**src/rtl/les_stim_pkg.sv**
```systemverilog
// Shared types and helpers for the power-characterisation stimulus sequencer.
package les_stim_pkg;

  typedef enum logic [2:0] {
    ST_IDLE,
    ST_CLR,
    ST_SHIFT,
    ST_LAUNCH,
    ST_ARM,
    ST_WAIT,
    ST_COLLECT,
    ST_GAP
  } stim_state_e;

  localparam logic [31:0] DEFAULT_SEED = 32'hACE1ACE1;
  localparam logic [31:0] DEFAULT_TAPS = 32'h80200003;

  // Rotate the low w bits of v left by k; bits above w are returned as zero.
  function automatic logic [63:0] rotl(input logic [63:0] v, input int unsigned w,
                                       input int unsigned k);
    logic [63:0] mask;
    logic [63:0] r;
    int unsigned sh;
    mask = (w >= 64) ? '1 : ((64'd1 << w) - 64'd1);
    sh   = k % w;
    if (sh == 0) r = v;
    else         r = (v << sh) | ((v & mask) >> (w - sh));
    return r & mask;
  endfunction

endpackage

```
**src/rtl/les_lfsr.sv**
```systemverilog
// Fibonacci LFSR: shifts left, XOR-reduced tap feedback enters bit 0.
module les_lfsr #(
  parameter int unsigned        DATA_W = 32,
  parameter logic [DATA_W-1:0]  SEED   = DATA_W'(32'hACE1ACE1),
  parameter logic [DATA_W-1:0]  TAPS   = DATA_W'(32'h80200003)
) (
  input  logic              clk,
  input  logic              resetn,
  input  logic              shift_en,
  output logic [DATA_W-1:0] q
);

  always_ff @(posedge clk) begin
    if (!resetn)       q <= SEED;
    else if (shift_en) q <= {q[DATA_W-2:0], ^(q & TAPS)};
  end

endmodule

```
**src/rtl/les_stim_sequencer.sv**
```systemverilog
// Workload sequencer: drives NUM_CH cipher cores through clear/advance/start/wait rounds
// and folds each round's results into a signature.
//
// state   | meaning
// IDLE    | parked, waiting for en
// CLR     | ch_clr pulse to all channels
// SHIFT   | stimulus LFSR advances one step
// LAUNCH  | ch_start pulse, plaintext stable
// ARM     | busy ignored while cores react to start; wait timer loaded
// WAIT    | wait for all busy low, or abort on timeout
// COLLECT | fold cipher outputs into signature, count round
// GAP     | GAP_CYCLES idle cycles; en/single sampled at the end
module les_stim_sequencer
  import les_stim_pkg::*;
#(
  parameter int unsigned       DATA_W     = 32,
  parameter logic [DATA_W-1:0] LFSR_SEED  = DATA_W'(DEFAULT_SEED),
  parameter logic [DATA_W-1:0] LFSR_TAPS  = DATA_W'(DEFAULT_TAPS),
  parameter int unsigned       NUM_CH     = 2,
  parameter int unsigned       GAP_CYCLES = 4,
  parameter int unsigned       TIMEOUT    = 255
) (
  input  logic                       clk,
  input  logic                       resetn,
  input  logic                       en,
  input  logic                       single,
  output logic [NUM_CH-1:0]          ch_clr,
  output logic [NUM_CH-1:0]          ch_start,
  output logic [NUM_CH*DATA_W-1:0]   ch_plaintext,
  input  logic [NUM_CH-1:0]          ch_busy,
  input  logic [NUM_CH*DATA_W-1:0]   ch_cipher,
  output logic [DATA_W-1:0]          signature,
  output logic [15:0]                round_cnt,
  output logic                       timeout_err,
  output logic                       active
);

  stim_state_e       state, state_nxt;
  logic [15:0]       wait_cnt;
  logic [15:0]       gap_cnt;
  logic [DATA_W-1:0] lfsr_q;
  logic [DATA_W-1:0] cipher_fold;
  logic              timeout_hit;

  // Advancing on entry to SHIFT means the new plaintext is already settled during SHIFT.
  les_lfsr #(
    .DATA_W (DATA_W),
    .SEED   (LFSR_SEED),
    .TAPS   (LFSR_TAPS)
  ) u_lfsr (
    .clk      (clk),
    .resetn   (resetn),
    .shift_en (state_nxt == ST_SHIFT),
    .q        (lfsr_q)
  );

  for (genvar k = 0; k < NUM_CH; k++) begin : g_pt
    assign ch_plaintext[k*DATA_W +: DATA_W] = DATA_W'(rotl(64'(lfsr_q), DATA_W, k));
  end

  always_comb begin
    cipher_fold = '0;
    for (int k = 0; k < NUM_CH; k++) cipher_fold = cipher_fold ^ ch_cipher[k*DATA_W +: DATA_W];
  end

  assign timeout_hit = (state == ST_WAIT) && (ch_busy != '0) && (wait_cnt == '0);

  always_ff @(posedge clk) begin
    if (!resetn) state <= ST_IDLE;
    else         state <= state_nxt;
  end

  always_comb begin
    state_nxt = state;
    case (state)
      ST_IDLE:    if (en) state_nxt = ST_CLR;
      ST_CLR:     state_nxt = ST_SHIFT;
      ST_SHIFT:   state_nxt = ST_LAUNCH;
      ST_LAUNCH:  state_nxt = ST_ARM;
      ST_ARM:     state_nxt = ST_WAIT;
      ST_WAIT: begin
        if (ch_busy == '0)    state_nxt = ST_COLLECT;
        else if (timeout_hit) state_nxt = ST_GAP;
      end
      ST_COLLECT: state_nxt = ST_GAP;
      ST_GAP:     if (gap_cnt == '0) state_nxt = (en && !single) ? ST_CLR : ST_IDLE;
      default:    state_nxt = ST_IDLE;
    endcase
  end

  // Outputs are registered from the next state so they align with the state they belong to.
  always_ff @(posedge clk) begin
    if (!resetn) begin
      ch_clr      <= '0;
      ch_start    <= '0;
      active      <= 1'b0;
      wait_cnt    <= '0;
      gap_cnt     <= '0;
      signature   <= '0;
      round_cnt   <= '0;
      timeout_err <= 1'b0;
    end else begin
      ch_clr   <= {NUM_CH{state_nxt == ST_CLR}};
      ch_start <= {NUM_CH{state_nxt == ST_LAUNCH}};
      active   <= (state_nxt != ST_IDLE);

      if (state == ST_ARM)
        wait_cnt <= 16'(TIMEOUT - 1);
      else if (state == ST_WAIT && wait_cnt != '0)
        wait_cnt <= wait_cnt - 16'd1;

      if (state_nxt == ST_GAP && state != ST_GAP)
        gap_cnt <= 16'(GAP_CYCLES - 1);
      else if (state == ST_GAP && gap_cnt != '0)
        gap_cnt <= gap_cnt - 16'd1;

      if (state == ST_COLLECT) begin
        signature <= DATA_W'(rotl(64'(signature), DATA_W, 1)) ^ cipher_fold;
        round_cnt <= round_cnt + 16'd1;
      end

      if (timeout_hit) timeout_err <= 1'b1;
    end
  end

endmodule

```
**config.mk**
```make
export PLATFORM = sky130hd
export DESIGN_NAME = les_stim_sequencer
export DESIGN_NICKNAME = d
export VERILOG_FILES = /design/src/rtl/les_stim_pkg.sv /design/src/rtl/les_lfsr.sv /design/src/rtl/les_stim_sequencer.sv
export SDC_FILE = /design/constraint.sdc
export NUM_CORES = 1
export LEC_CHECK = 0
export ABC_AREA = 1
export CORE_AREA = 3 3 146 148
export DETAILED_ROUTE_END_ITERATION = 16
export DIE_AREA = 0 0 149 151
export GPL_TIMING_DRIVEN = 0
export PLACE_DENSITY_LB_ADDON = 0.25
export SLEW_MARGIN = 40
export SYNTH_ARGS = -nofsm -noshare
export SYNTH_HDL_FRONTEND = slang
export SYNTH_SLANG_ARGS = --single-unit
```
**constraint.sdc**
```tcl
create_clock -name clk -period 2.1 [get_ports clk]
set_clock_uncertainty 0.15 [all_clocks]
set_input_delay 0.42 -clock clk [delete_from_list [all_inputs] [get_ports clk]]
set_output_delay 0.42 -clock clk [all_outputs]
set_load 0.02 [all_outputs]
```
==> insert_results.sql, run 1 <==
INSERT INTO impl_metrics (metric_group, metric, value, unit) VALUES
('status', 'run_status', 'finished, final reports clean', ''),
('sta', 'timing.final.max_slew_violations', '0', ''),
('drt', 'wirelength', '17800', 'um'),
('job', 'cap_violations', '0', ''),
('hold_path', 'worstHoldPathType', 'flop to flop', ''),
('cts', 'tritoncts.num_buffers', '17', ''),
('worst_setup_path', 'critical-path-max-stage-delay', '0.65', 'ns'),
('sta', 'worst_pin_slew', '0.591', 'ns'),
('grt', 'grt.total_usage', '0.161', ''),
('pwr', 'ir_worst_vdd', '0.000483', 'V'),
('yosys', 'synth.ff_latch_count', '119', ''),
('floorplanning', 'io-pin-count', '188', ''),
('yosys', 'synthDistinctLibCells', '35', ''),
('place', 'dp.cells', '1289', ''),
('yosys', 'synthesis.area', '6050', 'um2'),
('place', 'preCtsSetupSlack', '-0.496', 'ns'),
('yosys', 'postSynthNetCount', '907', ''),
('cts', 'post_cts_hold_buffer_count', '0', ''),
('sta', 'max_clock_freq', '485', 'MHz'),
('sta', 'fin_worst_hold_slack', '0.316', 'ns'),
('worst_setup_path', 'critPathTopFamily', 'buffers and inverters', ''),
('drt', 'drt_iter0_markers', '257', ''),
('sta', 'post-route-worst-setup-slack', '0.0401', 'ns'),
('drt', 'drt-vias-per-instance', '4.44', ''),
('cells_and_area', 'finalInstanceArea', '8840', 'um2'),
('floorplanning', 'initial_utilization', '0.300', ''),
('yosys', 'synth.avg_cell_area', '7.27', 'um2'),
('yosys', 'yosysSeqAreaShare', '0.394', ''),
('yosys', 'syn_inst', '832', ''),
('worst_setup_path', 'worstPathRequired', '1.53', 'ns'),
('grt', 'grt_pass1_vias', '5715', ''),
('drt', 'detail_route.first_pass.iterations', '4', ''),
('drt', 'drcViolationCount', '0', ''),
('place', 'portBuffers', '187', ''),
('worst_setup_path', 'crit_path_start', 'u_lfsr.q[3]', ''),
('yosys', 'yosysWarningCount', '0', ''),
('floorplanning', 'rows', '52', ''),
('cts', 'worstSkewPairLatency', '0.42', 'ns'),
('cts', 'cts_sinks', '119', ''),
('place', 'dp.final_hpwl', '13700', 'um'),
('cts', 'clock_tree.root_cell', 'sky130_fd_sc_hd__clkbuf_16', ''),
('cells_and_area', 'layout.cells.non_filler', '1321', ''),
('hold_path', 'min_from', 'wait_cnt[15]', ''),
('hold_path', 'timing.hold.worst_path_depth', '2', ''),
('sta', 'final_worst_path_period_need', '2.06', 'ns'),
('worst_setup_path', 'path_depth', '1', ''),
('floorplanning', 'vertical_die_dimension', '151', 'um'),
('drt', 'num_vias', '5862', ''),
('cells_and_area', 'area_growth_syn_to_layout', '46.2', '%'),
('cts', 'cts_tree', 'built', ''),
('cts', 'clkTransAtPathRegs', '0.06', 'ns'),
('floorplanning', 'die_width', '149', 'um'),
('floorplanning', 'core', '20200', 'um2'),
('sta', 'timing.final.crit_share', '0.981', ''),
('pwr', 'power', '6.89', 'mW'),
('cts', 'htree_num_levels', '4', ''),
('worst_setup_path', 'crit_arrival', '1.49', 'ns'),
('worst_setup_path', 'buf_inv_stages_crit_path', '1', ''),
('worst_setup_path', 'timing_worst_setup_path_type', 'flop to output pin', ''),
('pwr', 'power.static_leakage', '4.04', 'nW'),
('worst_setup_path', 'crit_path_cell_trace', 'clkdlybuf4s50_1', ''),
('place', 'place_area', '8260', 'um2'),
('sta', 'unrepaired_setup_endpoints_after_global_routing', 'false', ''),
('cells_and_area', 'nets', '1113', ''),
('cts', 'post-cts-setup-buffers', '0', ''),
('cells_and_area', 'final_layout_size_suffix_gt1_frac', '0.0999', ''),
('worst_setup_path', 'r2r-start', 'gap_cnt[0]', ''),
('cells_and_area', 'end_of_flow_core_utilization', '0.438', ''),
('sta', 'max_slew_margin', '0.606', ''),
('sta', 'setup-tns-final', '0', 'ns'),
('worst_setup_path', 'reg2regPathDepth', '11', '');
area by class of cell:
| type | count | area (um2) |
|---|---|---|
| inverter | 65 | 244 |
| clock buffer | 20 | 447 |
| tap | 270 | 338 |
| timing repair buffer | 187 | 1880 |
| sequential | 119 | 2380 |
| fill | 2106 | 11300 |
| buffer | 61 | 384 |
| clock inverter | 12 | 116 |
| multi-input combinational | 587 | 3050 |
flip-flops by register name, indices dropped and copies added, names as in the netlist:
register     flops
active           1
gap_cnt         16
round_cnt       16
signature       32
ch_clr           1
wait_cnt        16
ch_start         1
state            3
timeout_err      1
u_lfsr.q        32
layout by cell type, fill, tap and decap left out, drive strengths merged:
master	synthesis	layout
nand2	176	176
clkdlybuf4s50	0	143
dfxtp	119	119
nor2	108	108
a21oi	89	89
inv	64	69
o21ai	66	66
buf	45	46
xnor2	43	43
xor2	41	41
nand3	36	36
clkbuf	16	36
dlygate4sd2	0	26
dlymetal6s2s	0	17
nand4	9	9
ha	5	5
clkinv	1	5
nor3	3	3
nor3b	2	2
clkinvlp	0	2
and2	2	2
and3b	1	1
nand3b	1	1
a31oi	1	1
o21bai	1	1
o21a	1	1
or2	1	1
a21boi	1	1
bufinv	0	1
power by group:
part	leakage [nW]	internal, mW	switching (mW)
clock	0.272	1.67	1.10
sequential	0.965	2.38	0.140
combinational	2.80	0.761	0.829
total	4.04	4.82	2.07
cell families (layout without fill, tap and decap cells):
group,Yosys count,count (layout),share of synthesized area
and+or+nand+nor,339,339,0.238
AOI/OAI and AO/OA,159,159,0.133
buffers and inverters,126,345,0.103
DFF,119,119,0.394
xor gates and xnor gates,84,84,0.122
adders and majority gates,5,5,0.0103
cells in the mapped netlist:
library cell / count / area share
sky130_fd_sc_hd__nor2_4: 2 / 0.0037
sky130_fd_sc_hd__clkbuf_1: 16 / 0.0099
sky130_fd_sc_hd__and2_0: 1 / 0.0010
sky130_fd_sc_hd__nand4_1: 9 / 0.0093
sky130_fd_sc_hd__nand2_2: 6 / 0.0062
sky130_fd_sc_hd__buf_6: 1 / 0.0019
sky130_fd_sc_hd__nand3b_1: 1 / 0.0012
sky130_fd_sc_hd__nor2_1: 102 / 0.063
sky130_fd_sc_hd__or2_2: 1 / 0.0010
sky130_fd_sc_hd__a21oi_1: 89 / 0.074
sky130_fd_sc_hd__nor2_2: 4 / 0.0041
sky130_fd_sc_hd__a21boi_0: 1 / 0.0012
sky130_fd_sc_hd__nand3_1: 35 / 0.029
sky130_fd_sc_hd__nor3b_1: 2 / 0.0025
sky130_fd_sc_hd__nor3_4: 1 / 0.0027
sky130_fd_sc_hd__buf_4: 36 / 0.045
sky130_fd_sc_hd__xnor2_1: 43 / 0.062
sky130_fd_sc_hd__and2_1: 1 / 0.0010
sky130_fd_sc_hd__nor3_2: 1 / 0.0017
sky130_fd_sc_hd__nand2_1: 170 / 0.11
sky130_fd_sc_hd__xor2_1: 41 / 0.059
sky130_fd_sc_hd__o21bai_1: 1 / 0.0012
sky130_fd_sc_hd__a31oi_1: 1 / 0.0010
sky130_fd_sc_hd__o21ai_1: 7 / 0.0058
sky130_fd_sc_hd__nand3_4: 1 / 0.0029
sky130_fd_sc_hd__o21a_1: 1 / 0.0012
sky130_fd_sc_hd__dfxtp_1: 119 / 0.39
sky130_fd_sc_hd__and3b_1: 1 / 0.0014
sky130_fd_sc_hd__buf_2: 8 / 0.0066
sky130_fd_sc_hd__ha_1: 5 / 0.010
sky130_fd_sc_hd__inv_2: 5 / 0.0031
sky130_fd_sc_hd__inv_1: 59 / 0.037
sky130_fd_sc_hd__nor3_1: 1 / 0.00083
sky130_fd_sc_hd__clkinv_1: 1 / 0.00062
sky130_fd_sc_hd__o21ai_0: 59 / 0.049
routing by layer:
layer | part of all wire | vias to the layer above | wire length (um) | global-route usage
met5 | 0 | - | 0 | 0
met4 | 0.011 | 0 | 188 | 0.0449
met3 | 0.069 | 15 | 1240 | 0.0592
met2 | 0.49 | 160 | 8660 | 0.276
met1 | 0.43 | 2637 | 7760 | 0.189
li1 | - | 3050 | - | -
path summary, 6_finish.rpt:
check | endpoint | slack, ns
hold reg to reg | wait_cnt[15] | 0.32
hold / removal | wait_cnt[15] | 0.32
setup / recovery | ch_plaintext[3] | 0.04
setup reg to reg | gap_cnt[11] | 0.19
Power figures use the tool's default switching activity.
==> run 2, diff against run 1 <==
--- a/config.mk
+++ b/config.mk
@@ -6,12 +6,13 @@
 export NUM_CORES = 1
 export LEC_CHECK = 0
 export ABC_AREA = 1
-export CORE_AREA = 3 3 146 148
+export CORE_AREA = 2 2 146 148
 export DETAILED_ROUTE_END_ITERATION = 16
-export DIE_AREA = 0 0 149 151
+export DIE_AREA = 0 0 148 150
 export GPL_TIMING_DRIVEN = 0
 export PLACE_DENSITY_LB_ADDON = 0.25
 export SLEW_MARGIN = 40
 export SYNTH_ARGS = -nofsm -noshare
 export SYNTH_HDL_FRONTEND = slang
+export SYNTH_HIERARCHICAL = 1
 export SYNTH_SLANG_ARGS = --single-unit
==> run 2 against run 1 <==
Count of clock-buffer cells in the layout rose by 1; maximum frequency rose by 0.62%; setup slack better by 0.013 ns; synthesized cell count is 2.8% lower; sequential power rose by 7%; cell count shrank 1.1%; first-iteration DRC count fell by 6.6%; critical path depth up 1; largest power group unchanged; hold slack better by 0.013 ns; synthesized area up 1.4%; register-to-register slack hardly changed; sequential share of layout area down 0.45 points.
==> insert_results.sql, run 2 <==
INSERT INTO impl_metrics (metric_group, metric, value, unit) VALUES
('floorplanning', 'rows', '53', ''),
('worst_setup_path', 'buf_inv_stages_crit_path', '2', ''),
('cts', 'cts_max_path_bufs', '2', ''),
('yosys', 'syn_inst', '809', ''),
('floorplanning', 'io-pin-count', '188', ''),
('yosys', 'synthArstFlopShare', '0', ''),
('cells_and_area', 'layout.cells.non_filler', '1306', ''),
('yosys', 'synthDistinctLibCells', '35', ''),
('pwr', 'power.static_leakage', '4.03', 'nW'),
('cells_and_area', 'nets', '1093', ''),
('yosys', 'yosysSeqAreaShare', '0.388', ''),
('yosys', 'post_synth_mux_area_share', '0.00163', ''),
('hold_path', 'worstHoldPathType', 'flop to flop', ''),
('yosys', 'synth_top_cells_by_area', 'sky130_fd_sc_hd__dfxtp_1 39%, sky130_fd_sc_hd__nand2_1 8.3%, sky130_fd_sc_hd__xor2_1 7.3%', ''),
('cells_and_area', 'end_of_flow_core_utilization', '0.434', ''),
('grt', 'global_route.overflow_total', '0', ''),
('sta', 'timing.final.crit_share', '0.975', ''),
('worst_setup_path', 'cpMaxStageDelayCell', 'sky130_fd_sc_hd__clkdlybuf4s50_1', ''),
('worst_setup_path', 'critical_path_peak_fanout', '4', ''),
('cts', 'htree_num_levels', '4', ''),
('yosys', 'yosysWarningCount', '6', ''),
('grt', 'top_usage_layer', 'met2', ''),
('yosys', 'postSynthNetCount', '884', ''),
('place', 'gp_routability_congestion', '0.836', ''),
('cells_and_area', 'largestRegisters', 'signature: 32 flops, u_lfsr/q: 32 flops', ''),
('pwr', 'power', '8.16', 'mW'),
('yosys', 'ys_top_cells_by_count', '136 x sky130_fd_sc_hd__nand2_1, 119 x sky130_fd_sc_hd__dfxtp_1, 106 x sky130_fd_sc_hd__nor2_1', ''),
('cts', 'cts_sinks', '119', ''),
('yosys', 'post-synth-top-count-cell', 'sky130_fd_sc_hd__nand2_1', ''),
('drt', 'drcViolationCount', '0', ''),
('worst_setup_path', 'critPathTopFamily', 'buffers and inverters', ''),
('sta', 'timing.final.max_slew_violations', '0', ''),
('cts', 'clkTransAtPathRegs', '0.06', 'ns'),
('grt', 'grt.met1_usage', '0.178', ''),
('yosys', 'synth.avg_cell_area', '7.58', 'um2'),
('drt', 'avgRoutedWirePerCell', '12.0', 'um'),
('worst_setup_path', 'worst_setup_path_end_kind', 'output pin', ''),
('yosys', 'synth.ff_latch_count', '119', ''),
('sta', 'max_clock_freq', '488', 'MHz'),
('grt', 'grt_use_met2', '0.239', ''),
('yosys', 'fraction_of_the_mapped_netlist_area_in_compound_gates', '0.122', ''),
('floorplanning', 'die_width', '148', 'um'),
('grt', 'grt_pass1_vias', '5402', ''),
('cells_and_area', 'final_common_cell', 'sky130_fd_sc_hd__clkdlybuf4s50_1', ''),
('yosys', 'dominant_combinational_cell_family_by_area_after_synthesis', 'simple AND/OR/NAND/NOR gates', ''),
('sta', 'post-route-worst-setup-slack', '0.0527', 'ns'),
('job', 'cap_violations', '0', ''),
('yosys', 'synth_largest_type_area_fraction', '0.388', ''),
('cells_and_area', 'insertedDiodeCount', '0', ''),
('drt', 'drt_iter0_markers', '240', ''),
('sta', 'max_slew_margin', '0.635', ''),
('yosys', 'post_synthesis_share_of_cell_area_spent_on_full_adders_half_adders_and_majority_gates', '0.0102', ''),
('worst_setup_path', 'startpoint_type', 'flop', ''),
('grt', 'grt_antenna_before_repair', '0', ''),
('status', 'run_status', 'finished, final reports clean', ''),
('sta', 'final_worst_path_period_need', '2.05', 'ns'),
('drt', 'drt-vias-per-instance', '4.36', ''),
('worst_setup_path', 'critical-path-max-stage-delay', '0.59', 'ns'),
('cts', 'tritoncts.num_buffers', '17', ''),
('grt', 'global_route.usage.met3', '0.0552', ''),
('yosys', 'synthFlopType', 'sky130_fd_sc_hd__dfxtp_1', ''),
('sta', 'fin_worst_hold_slack', '0.329', 'ns'),
('yosys', 'yosys.area.top_type', 'sky130_fd_sc_hd__dfxtp_1', ''),
('floorplanning', 'vertical_die_dimension', '150', 'um'),
('yosys', 'synth-edff-count', '0', ''),
('cts', 'cts_tree', 'built', ''),
('cts', 'post_cts_hold_buffer_count', '0', ''),
('place', 'preCtsSetupSlack', '-0.480', 'ns'),
('drt', 'detail_route.first_pass.iterations', '4', ''),
('sta', 'finalSetupViolations', '0', ''),
('place', 'dp.final_hpwl', '11800', 'um'),
('drt', 'drt.antenna.violating_nets', '0', ''),
('drt', 'wirelength', '15700', 'um'),
('cells_and_area', 'area_growth_syn_to_layout', '46.5', '%'),
('grt', 'grt_pass1_wl', '26300', 'um'),
('yosys', 'synthesis.area', '6130', 'um2'),
('pwr', 'powerDensity', '908', 'nW/um2'),
('floorplanning', 'initial_utilization', '0.297', ''),
('worst_setup_path', 'timing_worst_setup_path_type', 'flop to output pin', ''),
('grt', 'grt.total_usage', '0.146', ''),
('drt', 'num_vias', '5698', ''),
('grt', 'maximum_number_of_pins_on_one_net_before_global_route_repair', '17', ''),
('sta', 'final_hold_violations', '0', ''),
('yosys', 'synthSimpleGateAreaFrac', '0.244', ''),
('place', 'portBuffers', '187', ''),
('worst_setup_path', 'crit_arrival', '1.48', 'ns'),
('place', 'dp.cells', '1271', ''),
('sta', 'worst_pin_slew', '0.546', 'ns'),
('pwr', 'ir_worst_vdd', '0.000543', 'V'),
('floorplanning', 'core', '20700', 'um2'),
('cts', 'worstSkewPairLatency', '0.41', 'ns'),
('cells_and_area', 'final_layout_size_suffix_gt1_frac', '0.143', ''),
('worst_setup_path', 'crit_path_cell_trace', 'buf_4 > clkdlybuf4s50_1', ''),
('cells_and_area', 'commonest_cells_after_routing_fill_and_taps_aside', '150 x sky130_fd_sc_hd__clkdlybuf4s50_1, 135 x sky130_fd_sc_hd__nand2_1, 118 x sky130_fd_sc_hd__dfxtp_1', ''),
('worst_setup_path', 'worstPathRequired', '1.53', 'ns'),
('yosys', 'yosys.area_share.xor_xnor', '0.127', ''),
('floorplanning', 'die_area', '22200', 'um2'),
('cts', 'clock_tree.root_cell', 'sky130_fd_sc_hd__clkbuf_16', '');
run 2: cell types whose count changed after synthesis, moves of 10 or more:
cell                      delta
sky130_fd_sc_hd__nand2_1    -34
sky130_fd_sc_hd__a21oi_1    -21
sky130_fd_sc_hd__nand3_1    -17
sky130_fd_sc_hd__nor3_1     +16
sky130_fd_sc_hd__nand3_2    +13
sky130_fd_sc_hd__nand2_2    +10
sky130_fd_sc_hd__nor2_2     +10
sky130_fd_sc_hd__xor2_1     +10
run 2: kinds of logic (layout without fill, tap and decap cells):
group / after synthesis / count (layout)
adder cells (fa/ha/maj): 5 / 5
flip-flops: 119 / 119
XOR/XNOR: 89 / 89
AO/OA/AOI/OAI: 144 / 144
buffers and inverters: 123 / 345
AND/OR/NAND/NOR: 328 / 328
multiplexers: 1 / 1
run 2: path summary, 6_finish.rpt:
kind,from,to,slack (ns),depth (start not counted)
setup / recovery,u_lfsr/q[9],ch_plaintext[42],0.05,2
hold / removal,round_cnt[12],round_cnt[12],0.33,2
setup reg to reg,wait_cnt[0],gap_cnt[9],0.19,14
hold reg to reg,round_cnt[12],round_cnt[12],0.33,2
run 2: worst reg2reg max path, cell delays in order (launching register included):
cell and delay, ns:
sky130_fd_sc_hd__dfxtp_1 0.33, sky130_fd_sc_hd__inv_2 0.08, sky130_fd_sc_hd__ha_1 0.14, sky130_fd_sc_hd__inv_1 0.04
sky130_fd_sc_hd__nor2_1 0.07, sky130_fd_sc_hd__nand2_1 0.06, sky130_fd_sc_hd__nor2_2 0.15, sky130_fd_sc_hd__nand2_2 0.10
sky130_fd_sc_hd__nand2_1 0.07, sky130_fd_sc_hd__nand2_1 0.05, sky130_fd_sc_hd__nand2_1 0.11, sky130_fd_sc_hd__nand3_2 0.14
sky130_fd_sc_hd__nand2_4 0.12, sky130_fd_sc_hd__buf_12 0.15, sky130_fd_sc_hd__nor2_2 0.04
run 2: final cells by class:
class	instances	area, um2
repair buffers	190	1890
multi-input cells	567	3100
inverters	61	229
fillers	2118	11700
clock buffers	21	450
flip-flops and latches	119	2380
plain buffers	62	437
well taps	275	344
clock inverters	11	149
run 2: repair_timing:
item,CTS,global route
endpoints found under the setup margin,36,28
cloned,0,0
pin swaps,0,1
buffers inserted,0,3
gates resized for setup,27,17
run 2: layer usage:
layer  wire length [um]  share of wire
met1               6980           0.45
met2               7110           0.45
met3               1400          0.089
met4                187          0.012
met5                  0              0
run 2: per-stage QoR:
step / TNS [ns] / cell area (um2)
2_1_floorplan: 0 / 6130
3_3_place_gp: -12.95 / 8350
3_5_place_dp: -13.48 / 8350
4_1_cts: 0 / 8920
5_1_grt: -0.0358 / 8990
6_report: 0 / 8990
run 2: power by group:
group / internal (mW) / switching, mW / total, mW
sequential: 2.47 / 0.238 / 2.70
combinational: 1.17 / 1.28 / 2.46
clock: 1.90 / 1.10 / 3.00
total: 5.54 / 2.62 / 8.16
